**config.mk**
```make
export PLATFORM = sky130hd
export DESIGN_NAME = sys_bus_arb
export DESIGN_NICKNAME = d
export VERILOG_FILES = /design/src/rtl/sys_bus_pkg.sv /design/src/rtl/sys_bus_decoder.sv /design/src/rtl/sys_bus_arb.sv
export SDC_FILE = /design/constraint.sdc
export NUM_CORES = 1
export LEC_CHECK = 0
export ABC_CLOCK_PERIOD_IN_PS = 2100
export BUFFER_PORTS_ARGS = -buffer_cell sky130_fd_sc_hd__buf_4
export CORE_AREA = 2 2 144 146
export CTS_CLUSTER_SIZE = 16
export DETAILED_ROUTE_END_ITERATION = 8
export DIE_AREA = 0 0 146 148
export GPL_TIMING_DRIVEN = 1
export PLACE_DENSITY_LB_ADDON = 0.08
export SYNTH_ARGS = -nofsm -noshare
export SYNTH_HDL_FRONTEND = slang
export SYNTH_SLANG_ARGS = --single-unit
```
**constraint.sdc**
```tcl
create_clock -name clk -period 2.1 [get_ports clk]
set_input_delay 0.42 -clock clk [delete_from_list [all_inputs] [get_ports clk]]
set_output_delay 0.42 -clock clk [all_outputs]
set_load 0.05 [all_outputs]
```
**src/rtl/sys_bus_pkg.sv**
```systemverilog
// Shared types and helpers for the system-bus arbiter.
// Imported by the decoder and the top.
package sys_bus_pkg;

  typedef enum logic [1:0] {
    ST_IDLE,
    ST_ACCESS,
    ST_RESP
  } state_t;

  localparam logic [1:0] SZ_BYTE = 2'b00;
  localparam logic [1:0] SZ_HALF = 2'b01;
  localparam logic [1:0] SZ_WORD = 2'b10;

  localparam logic M_INST = 1'b0;
  localparam logic M_DATA = 1'b1;

  function automatic int cnt_width(input int tmo);
    return $clog2(tmo + 1);
  endfunction

  function automatic int idx_width(input int n);
    return (n > 1) ? $clog2(n) : 1;
  endfunction

  // Reserved size code counts as a bad access too.
  function automatic logic misaligned(
    input logic [1:0] size,
    input logic [1:0] lsb
  );
    return (size == 2'b11)
        || (size == SZ_HALF && lsb[0])
        || (size == SZ_WORD && lsb != 2'b00);
  endfunction

endpackage

```
**src/rtl/sys_bus_decoder.sv**
```systemverilog
// Address decoder: first (lowest-index) matching region wins.
// Purely combinational.
module sys_bus_decoder
  import sys_bus_pkg::*;
#(
  parameter int NUM_SLV = 4,
  parameter int IDX_W   = idx_width(NUM_SLV)
) (
  input  logic [31:0]            addr,
  input  logic [32*NUM_SLV-1:0]  base,
  input  logic [32*NUM_SLV-1:0]  mask,
  output logic                   hit,
  output logic [NUM_SLV-1:0]     sel,
  output logic [IDX_W-1:0]       idx
);

  always_comb begin
    hit = 1'b0;
    sel = '0;
    idx = '0;
    // Walk downwards so the lowest match is written last.
    for (int i = NUM_SLV - 1; i >= 0; i--) begin
      if ((addr & mask[32*i +: 32]) == base[32*i +: 32]) begin
        hit    = 1'b1;
        sel    = '0;
        sel[i] = 1'b1;
        idx    = IDX_W'(i);
      end
    end
  end

endmodule

```
**src/rtl/sys_bus_arb.sv**
```systemverilog
// Two-master, NUM_SLV-slave system bus: round-robin arbiter,
// address decode, one transaction in flight, error responses.
module sys_bus_arb
  import sys_bus_pkg::*;
#(
  parameter int NUM_SLV = 4,
  parameter int DATA_W  = 32,
  parameter int TIMEOUT = 255,
  parameter logic [32*NUM_SLV-1:0] SLV_BASE = {NUM_SLV{32'h0}},
  parameter logic [32*NUM_SLV-1:0] SLV_MASK = {NUM_SLV{32'h0}}
) (
  input  logic                      clk,
  input  logic                      rst,
  input  logic                      m0_req,
  input  logic [31:0]               m0_addr,
  output logic [DATA_W-1:0]         m0_rdata,
  output logic                      m0_ready,
  output logic                      m0_err,
  input  logic                      m1_req,
  input  logic                      m1_we,
  input  logic [31:0]               m1_addr,
  input  logic [DATA_W-1:0]         m1_wdata,
  input  logic [1:0]                m1_size,
  output logic [DATA_W-1:0]         m1_rdata,
  output logic                      m1_ready,
  output logic                      m1_err,
  output logic [NUM_SLV-1:0]        s_req,
  output logic                      s_we,
  output logic [31:0]               s_addr,
  output logic [DATA_W-1:0]         s_wdata,
  output logic [1:0]                s_size,
  input  logic [NUM_SLV*DATA_W-1:0] s_rdata,
  input  logic [NUM_SLV-1:0]        s_ready
);

  localparam int CNT_W = cnt_width(TIMEOUT);
  localparam int IDX_W = idx_width(NUM_SLV);
  localparam logic [CNT_W-1:0] CNT_LAST = CNT_W'(TIMEOUT - 1);

  state_t             state;
  logic               gnt;
  logic               last_gnt;
  logic [IDX_W-1:0]   sel_idx;
  logic [CNT_W-1:0]   cnt;

  logic               any_req;
  logic               nxt_gnt;
  logic [31:0]        c_addr;
  logic               c_we;
  logic [DATA_W-1:0]  c_wdata;
  logic [1:0]         c_size;
  logic               bad;

  logic               dec_hit;
  logic [NUM_SLV-1:0] dec_sel;
  logic [IDX_W-1:0]   dec_idx;

  logic               slv_rdy;
  logic [DATA_W-1:0]  slv_rdata;

  logic               rsp_fire;
  logic               rsp_err;
  logic               rsp_m;
  logic [DATA_W-1:0]  rsp_data;

  assign any_req = m0_req | m1_req;

  // On a tie the master that did not win last time is granted.
  always_comb begin
    nxt_gnt = M_INST;
    if (m0_req && m1_req) begin
      nxt_gnt = (last_gnt == M_INST) ? M_DATA : M_INST;
    end else if (m1_req) begin
      nxt_gnt = M_DATA;
    end
  end

  always_comb begin
    c_addr  = m0_addr;
    c_we    = 1'b0;
    c_wdata = '0;
    c_size  = SZ_WORD;
    if (nxt_gnt == M_DATA) begin
      c_addr  = m1_addr;
      c_we    = m1_we;
      c_wdata = m1_wdata;
      c_size  = m1_size;
    end
  end

  assign bad = misaligned(c_size, c_addr[1:0]);

  sys_bus_decoder #(
    .NUM_SLV (NUM_SLV),
    .IDX_W   (IDX_W)
  ) u_dec (
    .addr (c_addr),
    .base (SLV_BASE),
    .mask (SLV_MASK),
    .hit  (dec_hit),
    .sel  (dec_sel),
    .idx  (dec_idx)
  );

  always_comb begin
    slv_rdy   = 1'b0;
    slv_rdata = '0;
    for (int i = 0; i < NUM_SLV; i++) begin
      if (sel_idx == IDX_W'(i)) begin
        slv_rdy   = s_ready[i];
        slv_rdata = s_rdata[DATA_W*i +: DATA_W];
      end
    end
  end

  always_comb begin
    rsp_fire = 1'b0;
    rsp_err  = 1'b0;
    rsp_m    = gnt;
    rsp_data = '0;
    unique case (state)
      ST_IDLE: begin
        if (any_req && (!dec_hit || bad)) begin
          rsp_fire = 1'b1;
          rsp_err  = 1'b1;
          rsp_m    = nxt_gnt;
        end
      end
      ST_ACCESS: begin
        if (slv_rdy) begin
          rsp_fire = 1'b1;
          rsp_data = s_we ? '0 : slv_rdata;
        end else if (cnt == CNT_LAST) begin
          rsp_fire = 1'b1;
          rsp_err  = 1'b1;
        end
      end
      default: ;
    endcase
  end

  always_ff @(posedge clk) begin
    if (rst) begin
      state    <= ST_IDLE;
      gnt      <= M_INST;
      last_gnt <= M_DATA;
      sel_idx  <= '0;
      cnt      <= '0;
      s_req    <= '0;
      s_we     <= 1'b0;
      s_addr   <= '0;
      s_wdata  <= '0;
      s_size   <= '0;
      m0_ready <= 1'b0;
      m0_err   <= 1'b0;
      m0_rdata <= '0;
      m1_ready <= 1'b0;
      m1_err   <= 1'b0;
      m1_rdata <= '0;
    end else begin
      unique case (state)
        ST_IDLE: begin
          if (any_req) begin
            gnt     <= nxt_gnt;
            s_we    <= c_we;
            s_addr  <= c_addr;
            s_wdata <= c_wdata;
            s_size  <= c_size;
            sel_idx <= dec_idx;
            cnt     <= '0;
            if (rsp_fire) begin
              state <= ST_RESP;
            end else begin
              state <= ST_ACCESS;
              s_req <= dec_sel;
            end
          end
        end
        ST_ACCESS: begin
          cnt <= cnt + 1'b1;
          if (rsp_fire) begin
            s_req <= '0;
            state <= ST_RESP;
          end
        end
        ST_RESP: begin
          m0_ready <= 1'b0;
          m0_err   <= 1'b0;
          m0_rdata <= '0;
          m1_ready <= 1'b0;
          m1_err   <= 1'b0;
          m1_rdata <= '0;
          last_gnt <= gnt;
          state    <= ST_IDLE;
        end
        default: state <= ST_IDLE;
      endcase
      if (rsp_fire) begin
        if (rsp_m == M_DATA) begin
          m1_ready <= 1'b1;
          m1_err   <= rsp_err;
          m1_rdata <= rsp_data;
        end else begin
          m0_ready <= 1'b1;
          m0_err   <= rsp_err;
          m0_rdata <= rsp_data;
        end
      end
    end
  end

endmodule
```
# ---- Yosys cells after proc, flatten, opt, wreduce, memory -nomap -nowiden
# Cells that the tools add are included.
dict set report classes {
  n_addsub 1
  n_eq_ne 9
  n_mux 46
  bitwise_logic 1
  reduce_logical 13
}
# cell n
set ops {}
lappend ops {{32-bit two-way mux} 11}
lappend ops {{1-bit two-way mux} 22}
lappend ops {{8-bit one-hot mux with 2 select lines} 1}
lappend ops {{4-bit two-way mux} 3}
lappend ops {{8-bit by 1-bit adder with 8-bit output (second input constant)} 1}
lappend ops {{8-bit equality test (second input constant)} 1}
lappend ops {{2-bit two-way mux} 4}
lappend ops {{8-bit two-way mux} 1}
lappend ops {{4-bit one-hot mux with 2 select lines} 1}
lappend ops {{2-bit equality test (second input constant)} 3}
lappend ops {{2-bit inequality test (second input constant)} 3}
lappend ops {{2-bit AND reduction} 3}
lappend ops {{2-bit by 1-bit equality test with 1-bit output (second input constant)} 2}
lappend ops {{1-bit logical AND} 4}
lappend ops {{1-bit one-hot mux with 2 select lines} 2}
lappend ops {{2-bit one-hot mux with 2 select lines} 1}
lappend ops {{4-bit AND reduction} 1}
lappend ops {{2-bit nonzero test} 2}
lappend ops {{2-bit zero test} 1}
lappend ops {{1-bit logical OR} 2}
lappend ops {{1-bit bitwise OR} 1}
dict set report word_totals {
  register_bits 151
  input_bits 235
  out_inout_bits 139
  elab_cells 85
}

# ---- Longest topological paths before layout
dict set report depth {
  ltp_word 13
  depth_mapped 9
}

# ---- Cells and area by module
# A second synthesis with hierarchy kept.
dict set report hier_totals {
  cells_unflattened 1216
  area_unflattened_um2 9613.0
}
# module n_inst cells_per_inst area_per_inst_um2 seq_area_each_um2
set by_module_without_submodules {}
lappend by_module_without_submodules {sys_bus_arb 1 866 7201.9 3062.9}
lappend by_module_without_submodules {sys_bus_decoder 1 350 2411.1 0.0}

# ---- Least setup slack after synthesis
# No wires, ideal clock.
dict set report synth_timing {
  path_type {in2reg}
  from {input m1_req}
  to {register m1_err}
  setup_time_ns 0.086
  arrival_ns 1.526
  t_required_ns 2.014
  path_slack_ns 0.488
  cell_stages 6
  n_path_buf 2
  path_cell_list {a21bo_1 -> buf_2 -> nor3_4 -> a22oi_2 -> buf_2 -> a221oi_2}
}
dict set report synth_between {
  elab_chain_len 12
  word_cells_on_any_way 22
  classes_between {eq/ne (3); mux (11); bitwise (1); reduce/logical (7)}
}
# element line_no
set synth_lines {}
lappend synth_lines {{start: declaration} sys_bus_arb.sv:19} ;# input logic m1_req,
lappend synth_lines {{1-bit two-way mux or 1-bit logical AND (tied branches)} {sys_bus_arb.sv:73, sys_bus_arb.sv:71}}
lappend synth_lines {{1-bit two-way mux} sys_bus_arb.sv:71} ;# if (m0_req && m1_req) begin
lappend synth_lines {{2-bit two-way mux} sys_bus_arb.sv:83} ;# if (nxt_gnt == M_DATA) begin
lappend synth_lines {{2-bit by 1-bit equality test with 1-bit output} sys_bus_pkg.sv:32} ;# || (size == SZ_HALF && lsb[0])
lappend synth_lines {{1-bit logical AND} sys_bus_pkg.sv:32}
lappend synth_lines {{1-bit logical OR} sys_bus_pkg.sv:32}
lappend synth_lines {{1-bit logical OR} sys_bus_pkg.sv:33} ;# || (size == SZ_WORD && lsb != 2'b00);
lappend synth_lines {{1-bit logical AND} sys_bus_arb.sv:123} ;# if (any_req && (!dec_hit || bad)) begin
lappend synth_lines {{1-bit two-way mux} sys_bus_arb.sv:123}
lappend synth_lines {{1-bit one-hot mux with 2 select lines or 1-bit two-way mux (tied branches)} sys_bus_arb.sv:121} ;# unique case (state)
lappend synth_lines {{1-bit two-way mux} sys_bus_arb.sv:199} ;# if (rsp_m == M_DATA) begin
lappend synth_lines {{1-bit two-way mux (*)} sys_bus_arb.sv:198} ;# if (rsp_fire) begin
lappend synth_lines {{end signal: assignment} sys_bus_arb.sv:201} ;# m1_err <= rsp_err;
lappend synth_lines {{end: declaration} sys_bus_arb.sv:26} ;# output logic m1_err,
# Every way passes the cells marked *; elsewhere a longest branch is shown, timed or not.
# A chain may end at the register's enable or synchronous reset.

# ---- Worst setup path in the final report
dict set report layout_timing {
  from {register state[1]}
  to {register m0_rdata[0]}
}
dict set report layout_between {
  elab_chain_len 4
  word_cells_on_any_way 9
  classes_between {eq/ne (2); mux (6); reduce/logical (1)}
}
# element line_no
set layout_lines {}
lappend layout_lines {{start: declaration} sys_bus_arb.sv:40} ;# state_t state;
lappend layout_lines {{start signal: assignment} sys_bus_arb.sv:144} ;# state <= ST_IDLE;
lappend layout_lines {{start signal: assignment} sys_bus_arb.sv:172} ;# state <= ST_RESP;
lappend layout_lines {{start signal: assignment} sys_bus_arb.sv:174} ;# state <= ST_ACCESS;
lappend layout_lines {{2-bit by 1-bit equality test with 1-bit output (tied with other cells)} sys_bus_arb.sv:121}
lappend layout_lines {{32-bit two-way mux (tied with other cells)} sys_bus_arb.sv:121}
lappend layout_lines {{32-bit two-way mux} sys_bus_arb.sv:199}
lappend layout_lines {{32-bit two-way mux (*)} sys_bus_arb.sv:198}
lappend layout_lines {{end signal: assignment} sys_bus_arb.sv:206} ;# m0_rdata <= rsp_data;
lappend layout_lines {{end: declaration} sys_bus_arb.sv:16} ;# output logic [DATA_W-1:0] m0_rdata,
# Marked as above.

==> results.py <==
metrics = {
    "logic_synthesis": {
        "synth.area.top_cells": "dfxtp_1, nand3_1, a21oi_1",
        "postSynthAreaPerCell_sq_um": 8.40,
        "syn_area_sq_um": 5890,
        "synth_seq_cells": 148,
        "synth_cell_types": 40,
        "ys_warn_count": 0,
        "synthesis.instances": 701,
        "synthFlopType": "dfxtp_1",
        "async_flop_share_pct": 0,
        "synth_edf_count": 0,
        "yosys.area.top_type": "dfxtp_1",
        "ys_seq_area_share_pct": 50.3,
        "synth_top_area_share_pct": 50.3,
    },
    "timing": {
        "clock_skew_ps": 7.45,
        "grt_setup_unrepaired": "false",
        "final_hold_viol_count": 0,
        "slew_headroom_pct": 49.9,
        "fmax_mhz": 542,
        "maxSlewViolCount": 0,
        "fin_crit_sh_pct": 87.9,
        "setup-violations-final": 0,
        "min_period_ps": 1850,
        "worst_pin_slew_ps": 751,
        "setup_tns_ps": 0,
    },
    "grt": {
        "grt_pass1_vias": 5628,
        "grt-ovfl-total": 0,
        "track_usage_pct": 17.4,
        "grt_max_degree": 67,
        "grt_pass1_wl_um": 30400,
        "antenna_found_initial": 0,
    },
    "run": {
        "timing.max_cap.violations": 0,
    },
    "setup_path": {
        "required_ps": 2450,
        "max_stage_delay_ps": 350,
        "reg2reg_to": "m0_rdata[0]",
        "cp-end-kind": "flip-flop",
        "worst-endpoint-arrival_ps": 2190,
        "crit_chain": "or2_1, nor4_1, buf_4, a21oi_4, buf_12, nand3b_1, a21oi_1",
        "path_class": "flip-flop to flip-flop",
        "r2r_start": "state[1]",
        "r2r_slack_ps": 250,
        "cp_max_fo": 65,
        "start_kind": "flip-flop",
        "cp_slowest_cell": "dfxtp_1",
        "r2r_cells": 7,
    },
    "place": {
        "dp_cells": 1190,
        "dp_hpwl_um": 12700,
        "gp_congestion": 0.747,
        "port_buffers": 271,
        "placed_area_sq_um": 8230,
    },
    "floorplan": {
        "start_util_pct": 29.4,
        "core_area_sq_um": 20000,
        "fp.dieH_um": 148,
        "io_pins": 374,
        "die_w_um": 146,
        "dieArea_sq_um": 21600,
        "rows": 52,
    },
    "clock_network": {
        "clkLatencyLatePin_ps": 420,
        "hold_buffers": 0,
        "path_clk_slew_ps": 60,
        "htreeDepth": 4,
        "root_buffer": "clkbuf_16",
        "cts_setup_buffers": 0,
        "cts_buffers": 17,
        "cts_buffer_depth": 2,
        "cts_resized": 0,
        "cts_sinks": 148,
        "cts_tree": "done",
    },
    "layout": {
        "multiInputGateArea_sq_um": 2630,
        "nNetsFinal": 1176,
        "layoutNonFillerInstCount": 1222,
        "final-seq-area_sq_um": 2960,
        "final_cell_area_sq_um": 8800,
        "synthToLayoutAreaGrowth_pct": 49.6,
        "drive_gt1_share_pct": 34.8,
        "antenna_cells": 0,
        "n_fill_cell": 2084,
    },
    "min_path": {
        "min_path_type": "input port to flip-flop",
        "whs_path_depth": 2,
        "min_to": "m1_err",
        "hold_start": "s_ready[0]",
    },
    "status": {
        "outcome": "complete, no violations",
    },
    "power": {
        "ir_drop_mv": 0.533,
        "p_leak_nw": 3.65,
        "p_per_area_nw_per_um2": 867,
    },
    "detailed_routing": {
        "routed_wl_um": 19100,
        "first_iter_violations": 268,
        "via_per_inst": 4.81,
        "drc": 0,
        "vias": 5873,
        "first_pass_iters": 4,
        "ant_nets": 0,
        "drt-wirelength-per-cell_um": 15.7,
    },
}
==> sequential cells by signal (all words and copies together), names as in the netlist, 2 cells and up <==
register	count
cnt	8
m0_rdata	32
m1_rdata	32
s_addr	32
s_size	2
s_wdata	32
state	2
==> kinds of logic (layout without fill, tap and decap cells) <==
group           Yosys count  in the layout  share of synthesized area (%)
fa+ha+maj                 2              2                          0.425
flops                   148            148                           50.3
compound gates          162            162                           18.4
buf+inv                  72            321                           5.48
simple gates            316            316                           25.3
other cells               1              3                         0.0637
==> layer usage <==
layer	share of wire, %	up-vias	track usage, %
met3	4.9	21	3.80
met5	0	-	0
li1	-	2962	-
met1	45	2720	23.0
met4	1.4	0	5.05
met2	48	170	28.6
==> cells in the mapped netlist, types with 3 or more instances <==
master / instances
a211oi_1: 3
a21oi_1: 77
a22oi_1: 34
a311oi_1: 35
buf_1: 6
buf_2: 25
buf_4: 3
clkbuf_1: 33
dfxtp_1: 148
nand2_1: 72
nand3_1: 103
nand3b_1: 33
nor2_1: 91
o21ai_0: 4
or2_2: 3
==> power by group <==
| part | internal [mW] | switching (mW) | leakage, nW |
|---|---|---|---|
| registers | 2.95 | 0.0782 | 1.20 |
| logic | 0.578 | 1.06 | 2.17 |
| clock network | 1.68 | 1.28 | 0.272 |
==> cell type report <==
cell class	count	area share, %
Multi-Input combinational cell	483	29.9
Sequential cell	148	33.7
Inverter	2	0.0853
Tap cell	270	3.84
Clock inverter	13	1.44
Timing Repair Buffer	287	26.0
Clock buffer	19	5.03
==> cell usage in the layout, fill, tap and decap left out, types with 17 or more instances in the layout <==
cell type  synthesis  layout
a21oi_1           77      76
a22oi_1           34      34
a311oi_1          35      35
buf_4              3     276
clkbuf_16          0      17
dfxtp_1          148     148
nand2_1           72      72
nand3_1          103     103
nand3b_1          33      33
nor2_1            91      90
==> metrics by stage <==
step           worst slack, ps  hold WS (ps)  utilization (%)  total power, mW
4_1_cts                    237           202             43.9             7.75
2_1_floorplan              488           447                -             4.12
3_3_place_gp               238           443             41.1             4.76
3_5_place_dp               225           456             41.1             4.75
6_report                   254           216             43.9             7.63
5_1_grt                   86.9           220             43.9             8.00
==> worst max-delay path by stage <==
stage,slack [ps],start,cells after the start,to
final,250,state[1],7,m0_rdata[0]
after global routing,90,state[1],7,m0_rdata[23]
after global placement,240,m1_req,6,s_req[0]
after detailed placement,220,m1_req,6,s_req[0]
after floorplan,490,m1_req,6,m1_err
after CTS,240,state[1],5,s_req[0]
==> worst max-delay path, delay by kind of cell (launching register included) <==
kind	cells	cell delay (ps)
AOI/OAI and AO/OA	2	190
and+or+nand+nor	3	850
buffers and inverters	2	360
DFF	1	350
Power figures use the tool's default switching activity.
